===== config.mk =====
export PLATFORM = sky130hd
export DESIGN_NAME = alu_arbiter
export DESIGN_NICKNAME = d
export VERILOG_FILES = /design/src/rtl/alu_arbiter.sv
export SDC_FILE = /design/constraint.sdc
export NUM_CORES = 1
export LEC_CHECK = 0
export CAP_MARGIN = 20
export CORE_ASPECT_RATIO = 0.7
export CORE_MARGIN = 1.5
export CORE_UTILIZATION = 32
export DETAILED_ROUTE_END_ITERATION = 12
export GPL_TIMING_DRIVEN = 0
export PLACE_DENSITY_LB_ADDON = 0.25
export SYNTH_ARGS = -nofsm -noshare
export SYNTH_HDL_FRONTEND = slang
export SYNTH_SLANG_ARGS = --single-unit

===== constraint.sdc =====
create_clock -name clock -period 1.5 [get_ports clock]
set_input_delay 0.15 -clock clock [delete_from_list [all_inputs] [get_ports clock]]
set_output_delay 0.15 -clock clock [all_outputs]
set_load 0.01 [all_outputs]

===== src/rtl/alu_arbiter.sv =====
// Two-port arbiter in front of a shared combinational ALU: accept, execute, respond.
// Define ALU_ARB_FIXED_PRIO_EN for fixed priority (port 0 wins ties) instead of round-robin.
module alu_arbiter #(
   parameter int WIDTH  = 32,
   parameter int CTRL_W = 4
) (
   input  logic              clock,
   input  logic              reset,
   input  logic [1:0]        req_valid,
   output logic [1:0]        req_ready,
   input  logic [CTRL_W-1:0] req_control0,
   input  logic [CTRL_W-1:0] req_control1,
   input  logic [WIDTH-1:0]  req_a0,
   input  logic [WIDTH-1:0]  req_a1,
   input  logic [WIDTH-1:0]  req_b0,
   input  logic [WIDTH-1:0]  req_b1,
   output logic [1:0]        rsp_valid,
   input  logic [1:0]        rsp_ready,
   output logic [WIDTH-1:0]  rsp_result,
   output logic              rsp_zero,
   output logic              alu_reset,
   output logic [CTRL_W-1:0] alu_control,
   output logic [WIDTH-1:0]  alu_a,
   output logic [WIDTH-1:0]  alu_b,
   input  logic [WIDTH-1:0]  alu_result,
   input  logic              alu_zero
);

   typedef enum logic [1:0] {
      IDLE,
      EXEC,
      RESP
   } state_t;

   state_t            state_q;
   logic [CTRL_W-1:0] ctrl_q;
   logic [WIDTH-1:0]  a_q;
   logic [WIDTH-1:0]  b_q;
   logic [WIDTH-1:0]  result_q;
   logic              zero_q;
   logic              gnt_q;
   logic              winner_d;
`ifndef ALU_ARB_FIXED_PRIO_EN
   logic              rr_q;
`endif

   // A lone requester always wins; ties are broken by the configured policy.
   always_comb begin
      winner_d = 1'b0;
      if (req_valid == 2'b10) begin
         winner_d = 1'b1;
      end else if (req_valid == 2'b11) begin
`ifdef ALU_ARB_FIXED_PRIO_EN
         winner_d = 1'b0;
`else
         winner_d = rr_q;
`endif
      end
   end

   always_comb begin
      req_ready = 2'b00;
      if (!reset && state_q == IDLE && req_valid != 2'b00) begin
         req_ready = winner_d ? 2'b10 : 2'b01;
      end
   end

   assign rsp_valid   = (state_q == RESP) ? (gnt_q ? 2'b10 : 2'b01) : 2'b00;
   assign rsp_result  = result_q;
   assign rsp_zero    = zero_q;
   assign alu_reset   = reset;
   assign alu_control = ctrl_q;
   assign alu_a       = a_q;
   assign alu_b       = b_q;

   // The op registers keep driving the ALU in every state, so it never sees X.
   always_ff @(posedge clock) begin
      if (reset) begin
         state_q  <= IDLE;
         ctrl_q   <= '0;
         a_q      <= '0;
         b_q      <= '0;
         result_q <= '0;
         zero_q   <= 1'b0;
         gnt_q    <= 1'b0;
`ifndef ALU_ARB_FIXED_PRIO_EN
         rr_q     <= 1'b0;
`endif
      end else begin
         case (state_q)
            IDLE: begin
               if (req_valid != 2'b00) begin
                  gnt_q   <= winner_d;
                  ctrl_q  <= winner_d ? req_control1 : req_control0;
                  a_q     <= winner_d ? req_a1 : req_a0;
                  b_q     <= winner_d ? req_b1 : req_b0;
                  state_q <= EXEC;
               end
            end
            EXEC: begin
               result_q <= alu_result;
               zero_q   <= alu_zero;
               state_q  <= RESP;
            end
            RESP: begin
               if (rsp_ready[gnt_q]) begin
                  state_q <= IDLE;
`ifndef ALU_ARB_FIXED_PRIO_EN
                  rr_q    <= ~gnt_q;
`endif
               end
            end
            default: begin
               state_q <= IDLE;
            end
         endcase
      end
   end

endmodule


==> results of run 1 <==
==> area by class of cell <==
| type | count | area share [%] |
|---|---|---|
| inverters | 2 | 0.0965 |
| clock buffers | 11 | 3.12 |
| multi-input cells | 275 | 22.5 |
| flip-flops and latches | 105 | 27.1 |
| plain buffers | 33 | 3.65 |
| repair buffers | 304 | 40.3 |
| well taps | 162 | 2.61 |
| clock inverters | 4 | 0.692 |
==> sequential cells by signal, summed over array words and instances (netlist names) <==
| register | flops |
|---|---|
| rsp_zero | 1 |
| alu_b | 32 |
| alu_control | 4 |
| rsp_result | 32 |
| rr_q | 1 |
| state_q | 2 |
| gnt_q | 1 |
| alu_a | 32 |
==> critical path, stage by stage, from the launching register on <==
cell and delay (ns):
dfxtp_2 0.34, buf_4 0.13, buf_6 0.11, nand2_1 0.06
and3_4 0.23, buf_8 0.13, buf_6 0.10
==> power by group through the flow <==
| stage | clock network [mW] | logic (mW) | registers [mW] |
|---|---|---|---|
| 6_report | 2.36 | 2.04 | 3.22 |
| 5_1_grt | 2.55 | 2.18 | 3.25 |
| 4_1_cts | 2.43 | 1.90 | 3.21 |
| 3_5_place_dp | 0 | 1.85 | 3.27 |
| 3_3_place_gp | 0 | 1.82 | 3.26 |
| 2_1_floorplan | 0 | 0.590 | 3.38 |
==> how the worst max path moves through the flow <==
stage,from,endpoint,cells after the start
after floorplan,state_q[1],alu_a[1],6
after global placement,reset,req_ready[1],5
after detailed placement,req_valid[1],req_ready[1],6
after CTS,state_q[1],req_ready[0],5
after global routing,rr_q,req_ready[1],5
final,rr_q,req_ready[0],6
==> logic make-up after synthesis <==
logic type / after synthesis / share of synthesized area, %
AOI/OAI and AO/OA: 158 / 27.8
DFF: 105 / 52.3
and+or+nand+nor: 99 / 10.3
buffers and inverters: 36 / 5.20
muxes: 18 / 4.48
==> cell usage after synthesis, types with 3 or more instances <==
cell / n / area [µm²]
a21o_1: 52 / 390
nand2_1: 87 / 327
o21ai_0: 16 / 80.1
buf_4: 3 / 22.5
buf_2: 14 / 70.1
clkbuf_1: 11 / 41.3
mux2i_1: 18 / 180
a22o_1: 51 / 447
dfxtp_1: 105 / 2100
a21oi_1: 36 / 180
buf_6: 6 / 67.6
==> per-layer routing <==
metal,vias up,GRT usage [%]
li1,2079,-
met1,2004,23.7
met2,163,33.6
met3,17,6.18
met4,0,5.51
met5,-,0
==> metrics by stage <==
step	hold slack [ns]	setup WS, ns	instance area [µm²]
global placement	0.436	-0.931	7030
floorplan	0.260	0.117	4020
global route	0.351	-0.194	7780
detailed placement	0.441	-0.962	7030
CTS	0.344	-0.227	7400
finish	0.363	-0.0882	7780
==> repair_timing <==
action | CTS | global route
resized for setup | 35 | 42
pin swaps | 2 | 44
endpoints found under the setup margin | 66 | 67
buffers inserted | 3 | 14
cloned | 0 | 7
==> metrics.cfg, run 1 <==
[timing]
tightest_slew_ns=0.451
fin_skew_ns=0.00891
slew_headroom_pct=69.9
period_share_pct=106
fmax_mhz=630
setup_viol=50
setup-tns-final_ns=-2.49
fin_ws_ns=-0.0882
fin_crit_ns=1.59
hold_violations=0
rsz0062_at_grt=true
final_max_slew_viol_count=0

[floorplan]
pin_count=281
start_util_pct=32.6
die-area_mm2=0.0133
core_area_mm2=0.0123
num_rows=34
die-width_um=137
die_h_um=96.8

[power]
max-vdd-ir-drop_mv=0.582
seqPwrFrac_pct=42.3
cellInternalPower_mw=5.69
leakage_nw=3.45
power.density_mw_per_mm2=979
swShare_pct=25.4
power_frac_comb_pct=26.8
clock_power_share_pct=31.0
power.switching_mw=1.93
power.total_mw=7.62

[detailed_routing]
num_vias=4263
vias_per_cell=4.76
wl_met2_um=6860
dr.pass1.iters=6
route.met3.wl_um=1080
ant_nets=0
wl_um=14200
drt_iter0_drc=138
top_layer_used=met4
wire_per_inst_um=15.8
wl_met1_um=6020
drcViolationCount=0

[synth]
synth-edff-count=0
ys_types=24
async_flop_share_pct=0
synth-seq-area-share_pct=52.3
ys_ff_latch=105
synth_nets=591
yosysWarnings=0
syn_area_per_cell_um2=9.66
synthCells=416
syn_area_mm2=0.00402
synth_ff_type=dfxtp_1

[outcome]
outcome=complete, but fails checks
violations=negative setup slack

[grt]
overflow=0
grt_max_degree=17
grt_pass1_wl_um=20600
antenna_found_initial=0
grt.total_usage_pct=19.7
first_global_vias=4113

[critical_path]
reg2regPathDepth=8
r2r-start=rr_q
worst_ep_required_time_ns=1.35
worst-setup-path-type=register to primary output
r2r-end=alu_b[20]
worstSetupStartpointType=register
r2r_slack_ns=-0.08
cp-end-kind=primary output
cp.arrival_ns=1.44
path_max_fanout=6

[worst_hold_path]
hold_start=alu_result[12]
hp-class=input pin to register
hold_end=rsp_result[12]
hold_depth=3

[cts]
cts_max_path_buffers=2
cts-buffers-inserted=9
hold_buffers=0
cts_max_level=3
clock_latency_ns=0.34
clkTransAtPathRegs_ns=0.07
root_buffer=clkbuf_16
clock-sinks=105
cts_tree=built

[place]
hpwl_um=10300
dp_cells=858
gp_congestion=0.789
io_buffers=280

[layout]
area_growth_pct=93.5
drive_gt1_share_pct=11.0
seqCellArea_mm2=0.00211
mostFrequentLayoutCells=clkdlybuf4s50_1, dfxtp_1, nand2_1
fin_nets=905
num-fill-cells=983
final_common_cell=clkdlybuf4s50_1
final_cell_count_no_fill=896
n_antenna_cell=0
final_util_pct=63.1
multi_input_area_mm2=0.00175

[job]
max-cap-violations=0

Note: power is estimated with default switching activity, not from simulation.
==> run 2: changes to the inputs <==
Settings changed: SLEW_MARGIN set to 0.
==> results of run 2 <==
The final DEF is identical to that of run 1; final timing and power are the same.
